**src/rtl/spi_slave.sv**
```systemverilog
// spi_slave: SPI slave for all four CPOL/CPHA modes, MSB-first frames.
// Define SPI_SLAVE_MULTIBYTE_EN to chain frames while ss stays low.
module spi_slave #(
    parameter int DATA_WIDTH = 8
) (
    input  logic                  clk,
    input  logic                  rst,
    input  logic                  cpol,
    input  logic                  cpha,
    input  logic                  sck,
    input  logic                  ss,
    input  logic                  mosi,
    output logic                  miso,
    input  logic [DATA_WIDTH-1:0] tx_data,
    output logic [DATA_WIDTH-1:0] data_out,
    output logic                  rx_valid,
    output logic                  busy
);

    localparam int CW = $clog2(DATA_WIDTH + 1);
    localparam logic [CW-1:0] LAST = CW'(DATA_WIDTH - 1);

    typedef enum logic [1:0] {
        IDLE   = 2'd0,
        ACTIVE = 2'd1,
        DONE   = 2'd2
    } state_t;

    // [0],[1] synchronise; [2] is the history flop for edge detection
    logic [2:0] sck_sync_q, sck_sync_d;
    logic [2:0] ss_sync_q, ss_sync_d;
    logic [1:0] mosi_sync_q, mosi_sync_d;
    // vld_q[k] set once stage k holds a real pin sample after reset
    logic [2:0] vld_q, vld_d;

    state_t                state_q, state_d;
    logic [DATA_WIDTH-1:0] tx_sr_q, tx_sr_d;
    logic [DATA_WIDTH-1:0] rx_sr_q, rx_sr_d;
    logic [CW-1:0]         cnt_q, cnt_d;
    logic                  miso_q, miso_d;
    logic [DATA_WIDTH-1:0] data_out_q, data_out_d;
    logic                  rx_valid_q, rx_valid_d;
    logic                  busy_q, busy_d;

    logic sck_s, sck_chg, lead, trail;
    logic ss_s, ss_fall, ss_rise, mosi_s;
    logic sample_edge, drive_edge;

    // Next values of the synchroniser chains
    always_comb begin
        sck_sync_d  = {sck_sync_q[1:0], sck};
        ss_sync_d   = {ss_sync_q[1:0], ss};
        mosi_sync_d = {mosi_sync_q[0], mosi};
        vld_d       = {vld_q[1:0], 1'b1};
    end

    // Synchroniser flops; ss chain idles high so reset looks deselected
    always_ff @(posedge clk or negedge rst) begin
        if (!rst) begin
            sck_sync_q  <= '0;
            ss_sync_q   <= '1;
            mosi_sync_q <= '0;
            vld_q       <= '0;
        end else begin
            sck_sync_q  <= sck_sync_d;
            ss_sync_q   <= ss_sync_d;
            mosi_sync_q <= mosi_sync_d;
            vld_q       <= vld_d;
        end
    end

    // Edge classification relative to the idle clock level
    always_comb begin
        sck_s       = sck_sync_q[1];
        sck_chg     = sck_sync_q[1] ^ sck_sync_q[2];
        lead        = sck_chg & (sck_s != cpol);
        trail       = sck_chg & (sck_s == cpol);
        ss_s        = ss_sync_q[1];
        // a fall only counts if ss was genuinely seen high since reset
        ss_fall     = ~ss_s & ss_sync_q[2] & vld_q[2];
        ss_rise     = ss_s & ~ss_sync_q[2];
        mosi_s      = mosi_sync_q[1];
        sample_edge = cpha ? trail : lead;
        drive_edge  = cpha ? lead : trail;
    end

    // Frame FSM next-state and datapath
    always_comb begin
        state_d    = state_q;
        tx_sr_d    = tx_sr_q;
        rx_sr_d    = rx_sr_q;
        cnt_d      = cnt_q;
        miso_d     = miso_q;
        data_out_d = data_out_q;
        rx_valid_d = 1'b0;
        busy_d     = busy_q;
        unique case (state_q)
            IDLE: begin
                busy_d = 1'b0;
                cnt_d  = '0;
                if (ss_fall) begin
                    state_d = ACTIVE;
                    busy_d  = 1'b1;
                    rx_sr_d = '0;
                    tx_sr_d = tx_data;
                    if (!cpha) begin
                        miso_d  = tx_data[DATA_WIDTH-1];
                        tx_sr_d = tx_data << 1;
                    end
                end
            end
            ACTIVE: begin
                if (ss_rise) begin
                    state_d = IDLE;
                    busy_d  = 1'b0;
                    cnt_d   = '0;
                end else begin
                    if (drive_edge) begin
                        miso_d  = tx_sr_q[DATA_WIDTH-1];
                        tx_sr_d = tx_sr_q << 1;
                    end
                    if (sample_edge) begin
                        rx_sr_d = {rx_sr_q[DATA_WIDTH-2:0], mosi_s};
                        if (cnt_q == LAST) begin
                            data_out_d = rx_sr_d;
                            rx_valid_d = 1'b1;
                            cnt_d      = '0;
`ifdef SPI_SLAVE_MULTIBYTE_EN
                            // next drive edge emits the new MSB
                            tx_sr_d    = tx_data;
`else
                            state_d    = DONE;
`endif
                        end else begin
                            cnt_d = cnt_q + 1'b1;
                        end
                    end
                end
            end
            DONE: begin
                if (ss_rise) begin
                    state_d = IDLE;
                    busy_d  = 1'b0;
                end
            end
            default: begin
                state_d = IDLE;
                busy_d  = 1'b0;
            end
        endcase
        if (ss_s) begin
            miso_d = 1'b0;
        end
    end

    // Frame FSM and registered outputs
    always_ff @(posedge clk or negedge rst) begin
        if (!rst) begin
            state_q    <= IDLE;
            tx_sr_q    <= '0;
            rx_sr_q    <= '0;
            cnt_q      <= '0;
            miso_q     <= 1'b0;
            data_out_q <= '0;
            rx_valid_q <= 1'b0;
            busy_q     <= 1'b0;
        end else begin
            state_q    <= state_d;
            tx_sr_q    <= tx_sr_d;
            rx_sr_q    <= rx_sr_d;
            cnt_q      <= cnt_d;
            miso_q     <= miso_d;
            data_out_q <= data_out_d;
            rx_valid_q <= rx_valid_d;
            busy_q     <= busy_d;
        end
    end

    assign miso     = miso_q;
    assign data_out = data_out_q;
    assign rx_valid = rx_valid_q;
    assign busy     = busy_q;

endmodule

```
**config.mk**
```make
export PLATFORM = sky130hd
export DESIGN_NAME = spi_slave
export DESIGN_NICKNAME = d
export VERILOG_FILES = /design/src/rtl/spi_slave.sv
export SDC_FILE = /design/constraint.sdc
export NUM_CORES = 1
export LEC_CHECK = 0
export BUFFER_PORTS_ARGS = -buffer_cell sky130_fd_sc_hd__buf_2
export CAP_MARGIN = 10
export CORE_MARGIN = 5
export CORE_UTILIZATION = 60
export CTS_CLUSTER_DIAMETER = 100
export DETAILED_ROUTE_END_ITERATION = 6
export PLACE_DENSITY = 0.84
export SETUP_SLACK_MARGIN = 0.5
export SYNTH_ARGS = -nofsm -noshare
export SYNTH_HDL_FRONTEND = slang
export SYNTH_SLANG_ARGS = --single-unit
```
**constraint.sdc**
```tcl
create_clock -name clk -period 3.75 [get_ports clk]
set_input_delay 0 -clock clk [delete_from_list [all_inputs] [get_ports clk]]
set_output_delay 0 -clock clk [all_outputs]
set_load 0.005 [all_outputs]
```
## After elaboration in Yosys (flattened, before gate mapping)

Cells that the tools add are included.

- Word-level logic and storage cells: 83
- Output and inout bits: 11
- Bits in registers: 43

- Multiplexer cells: 34
- Bitwise logic cells: 9
- Equality and inequality tests: 17
- Reduce and logical (&&, ||, !) cells: 10
- Add/sub/neg operators: 1

Operators with widths:

| operator | count |
|---|---|
| 8-bit 2-to-1 mux | 4 |
| 7-bit 2-to-1 mux | 3 |
| 3-bit inequality test (second input constant) | 6 |
| 8-bit one-hot mux with 2 select lines | 1 |
| 4-bit AND reduction | 4 |
| 7-bit one-hot mux with 2 select lines | 1 |
| 1-bit 2-to-1 mux | 13 |
| 4-bit 2-to-1 mux | 3 |
| 2-bit 2-to-1 mux | 5 |
| 2-bit inequality test (second input constant) | 5 |
| 4-bit one-hot mux with 2 select lines | 1 |
| 2-bit one-hot mux with 3 select lines | 1 |
| 1-bit bitwise AND | 5 |
| 5-bit AND reduction | 1 |
| 4-bit by 1-bit adder with 4-bit output (second input constant) | 1 |
| 4-bit by 3-bit equality test with 1-bit output (second input constant) | 1 |
| 1-bit one-hot mux with 2 select lines | 2 |
| 1-bit inverter | 3 |
| 3-bit nonzero test | 1 |
| 2-bit by 1-bit equality test with 1-bit output (second input constant) | 1 |
| 2-bit equality test (second input constant) | 1 |
| 2-bit zero test | 1 |
| 2-bit by 1-bit inequality test with 1-bit output (second input constant) | 1 |
| 2-bit AND reduction | 1 |
| 5 further kinds | 5 |

## Logic depth before layout (Yosys ltp)

- Depth in word-level cells: 7
- Depth in mapped cells: 8
- Mapped depth without buffers: 6

## Least setup slack after synthesis

No wires, ideal clock.

- Path kind: reg2reg
- Start point: reg state_q[0]
- End point: reg tx_sr_q[1]
- Period minus slack after synthesis: 1.951 ns
- Buffers on the path: 2
- Slack: 1.799 ns
- Data arrival time: 1.826 ns
- Setup time: 0.125 ns
- Stages on the path, launching flop included: 9
- Cell sequence: dfrtp_1 -> inv_1 -> ha_1 -> clkbuf_1 -> nor2b_1 -> a32o_1 -> buf_2 -> a21oi_4 -> mux2_2

- Longest elaborated chain between the ends: 3
- Elaborated cells on any way between the ends: 8
- Classes of those cells: 4 x eq/ne; 1 x mux; 3 x reduce/logical

RTL lines:

| item | RTL line | source |
|---|---|---|
| start, declared | 36 | `state_t state_q, state_d;` |
| start signal, assigned | 168 | `state_q <= state_d;` |
| 2-bit by 1-bit equality test with 1-bit output or 2-bit zero test (tied branches) | 97 | `unique case (state_q)` |
| 2-bit inequality test (no source line) or 2-bit nonzero test (tied branches) | - |  |
| 4-bit AND reduction (no source line) | - |  |
| end signal, assigned | 169 | `tx_sr_q <= tx_sr_d;` |
| end, declared | 37 | `logic [DATA_WIDTH-1:0] tx_sr_q, tx_sr_d;` |

Several ways; a longest one is shown, not always the timed one.
A chain may end at the register's enable or synchronous reset.

## Final worst setup path

- Start point: reg state_q[1]
- End point: reg data_out_q[1], in the netlist data_out[1]

- Longest elaborated chain between the ends: 2

RTL lines:

| item | RTL line | source |
|---|---|---|
| 2-bit by 1-bit equality test with 1-bit output | 97 |  |
| 4-bit AND reduction (no source line) | - |  |
| end signal, assigned | 173 | `data_out_q <= data_out_d;` |
| end, declared | 41 | `logic [DATA_WIDTH-1:0] data_out_q, data_out_d;` |

No other way between the ends.

==> flow_summary.json <==
{
  "std_cell_rows": 21,
  "clock-skew-final_ns": 0.01047,
  "yosysWarningCount": 0,
  "num-nets-final": 222,
  "via_count_of_the_first_global_routing_pass": 1458,
  "worstMarginPinSlew_ns": 0.9350,
  "layout-area-overhead-vs-synth_pct": 13.14,
  "timing_max_transition_violations_final": 0,
  "die_w_um": 68.55,
  "clock_sink_count": 43,
  "worstHoldPathCells": 4,
  "cts-htree-levels": 2,
  "firstDrtPassIters": 4,
  "clock_latency_ns": 0.35,
  "fillers": 254,
  "netlist_area_sq_um": 2057,
  "drc": 0,
  "worstPathArrival_ns": 3.03,
  "grt_overflow_total": 0,
  "gp_congestion": 0.7776,
  "placement.io_buffers": 25,
  "ys_dominant_reg_cell": "dfrtp_1",
  "critPathRequiredTime_ns": 4.00,
  "layout.core_utilization": 0.6974,
  "static-leakage-power_uw": 0.001103,
  "power.density_cell_area_nw_per_um2": 537.7,
  "cts.root.buffer_cell": "clkbuf_4",
  "path_clk_slew_ns": 0.13,
  "clock.fmax_ghz": 0.3590,
  "synth_area_leader_cell": "dfrtp_1",
  "detailroute.via_count": 1415,
  "most_frequent_cells_in_the_layout": "dfrtp_1, buf_2, o21ai_0",
  "clock_tree_from_tritoncts": "built",
  "avgViaCountPerCell": 5.660,
  "layout-drive-gt1-share": 0.2794,
  "run_status": "finished, final reports clean",
  "setup_viol_count_final": 0,
  "cts_resized": 0,
  "ys_types": 42,
  "hold_ws_ns": 0.04698,
  "dp_hpwl_um": 2697,
  "grt_first_pass_wirelength_um": 6699,
  "number_of_antenna_violations_at_the_first_check_in_global_routing": 0,
  "first_iter_violations": 92,
  "end_kind": "flip-flop",
  "die_area_sq_um": 4699,
  "synth.area.top_cells": "dfrtp_1, mux2_4, mux2_2, mux2i_1, dfstp_2",
  "global_route.usage.total": 0.1940,
  "post-route-min-period_ns": 2.785,
  "maximum_number_of_pins_on_one_net_before_global_route_repair": 44,
  "dieHeight_um": 68.55,
  "synth.avg_cell_area_sq_um": 11.89,
  "synth-async-reset-ratio": 1.000,
  "seq_area_frac_synth": 0.5249,
  "critPathKind": "flip-flop to flip-flop",
  "yosys_register_bits": 43,
  "num_antenna_cells": 0,
  "synth-edff-count": 0,
  "final.setup.tns_ns": 0,
  "final_common_cell": "dfrtp_1",
  "instance_count_of_the_mapped_netlist": 173,
  "dp_slack_ns": 1.021,
  "mappedNetlistNets": 192,
  "final_min_period_over_clock_period": 0.7428,
  "initial_utilization": 0.6164,
  "synth.top_cell.area_share": 0.4866,
  "critPathMaxFanout": 22,
  "drv.max_cap_violation_count": 0,
  "wl_um": 4026,
  "core_area_sq_um": 3337,
  "numCtsBuffers": 5,
  "setup_repair_after_global_routing_missed_its_margin": "false",
  "antenna_violating_nets_left": 0,
  "ioPinCount": 26,
  "hold_path.class": "input port to flip-flop",
  "timing.final.ws_setup_ns": 0.9645,
  "vdd_ir_drop_max_mv": 0.3950,
  "cts_max_path_bufs": 2,
  "hold_violations": 0,
  "reg2regPathDepth": 6,
  "crit_path_start_kind": "flip-flop",
  "maxSlewHeadroom": 0.3766,
  "avgRoutedWirePerCell_um": 16.10
}
[cells by family after synthesis]
logic type / after synthesis / share of synthesized area
compound gates: 34 / 0.1138
xor+xnor: 1 / 0.01338
fa+ha+maj: 4 / 0.02433
buf+inv: 12 / 0.03041
flops: 43 / 0.5249
mux: 27 / 0.1582
other cells: 1 / 0.001823
simple gates: 51 / 0.1332
[where the power goes]
group / leakage, uW / internal (uW) / switching [uW]
Sequential: 0.000554 / 555 / 62.5
Combinational: 0.000503 / 148 / 190
Clock: 0.0000452 / 140 / 155
Total: 0.00110 / 843 / 408
[layer usage]
metal | part of all wire | track usage | up-vias
li1 | - | - | 680
met1 | 0.43 | 0.2388 | 700
met2 | 0.52 | 0.3325 | 33
met3 | 0.041 | 0.03890 | 2
met4 | 0.0050 | 0.07692 | 0
met5 | 0 | 0 | -
[critical path: stages, from the launching register on]
cell     delay (ns)
dfrtp_1        0.42
inv_1          0.11
ha_1           0.63
inv_1          0.26
nor2_1         0.35
and3_1         0.57
mux2_4         0.35
[worst paths after layout]
check,from,end,slack [ns]
worst max-delay path,state_q[1]$_DFFE_PN0P_,data_out[1]$_DFFE_PN0P_,0.96
worst min-delay path,tx_data[7],miso$_DFFE_PN0P_,0.05
worst max register to register,state_q[1]$_DFFE_PN0P_,data_out[1]$_DFFE_PN0P_,0.96
worst min register to register,vld_q[1]$_DFF_PN0_,vld_q[2]$_DFF_PN0_,0.36
max in group asynchronous,rst,sck_sync_q[2]$_DFF_PN0_,2.85
min in group asynchronous,rst,busy$_DFFE_PN0P_,0.32
[what timing repair did]
action                                 in CTS  in global routing
setup buffers                               0                  0
endpoints found under the hold margin      44                  0
hold buffers                                5                  0
[cells in the mapped netlist, types with 2 or more instances]
cell type and count:
nor2_1 5, a32o_1 2, nand3b_1 2, o21ai_0 15
nor2b_1 4, o22ai_1 2, mux2i_1 9, clkbuf_1 2
buf_6 2, mux2_2 9, nor4_1 2, buf_2 2
o211ai_1 2, inv_1 5, nand2b_1 10, mux2_4 8
nand3_1 8, dfstp_2 3, a21oi_1 2, ha_1 4
nand2_1 13, nor3_1 2, a32oi_1 2, dfrtp_1 40
[registers in the layout, indices dropped and copies added (netlist names)]
name and count:
busy 1, cnt_q 4, data_out 8, miso 1
mosi_sync_q 2, rx_sr_q 7, rx_valid 1, sck_sync_q 3
ss_sync_q 3, state_q 2, tx_sr_q 8, vld_q 3
[area by class of cell]
| cell class | count | area, sq um | share of cell area |
|---|---|---|---|
| clock inverters | 3 | 43.79 | 0.01882 |
| clock buffers | 5 | 37.54 | 0.01613 |
| flip-flops and latches | 43 | 1080 | 0.4640 |
| inverters | 5 | 18.77 | 0.008065 |
| well taps | 46 | 57.56 | 0.02473 |
| repair buffers | 30 | 175.2 | 0.07527 |
| multi-input cells | 118 | 914.6 | 0.3930 |
[stage by stage]
stage               power [uW]  std cells  cell area [sq um]
floorplan                867.9        173               2057
global placement         929.3        237               2196
detailed placement       953.9        237               2196
CTS                       1255        250               2327
global route              1321        250               2327
finish                    1251        250               2327
Power figures use the tool's default switching activity.
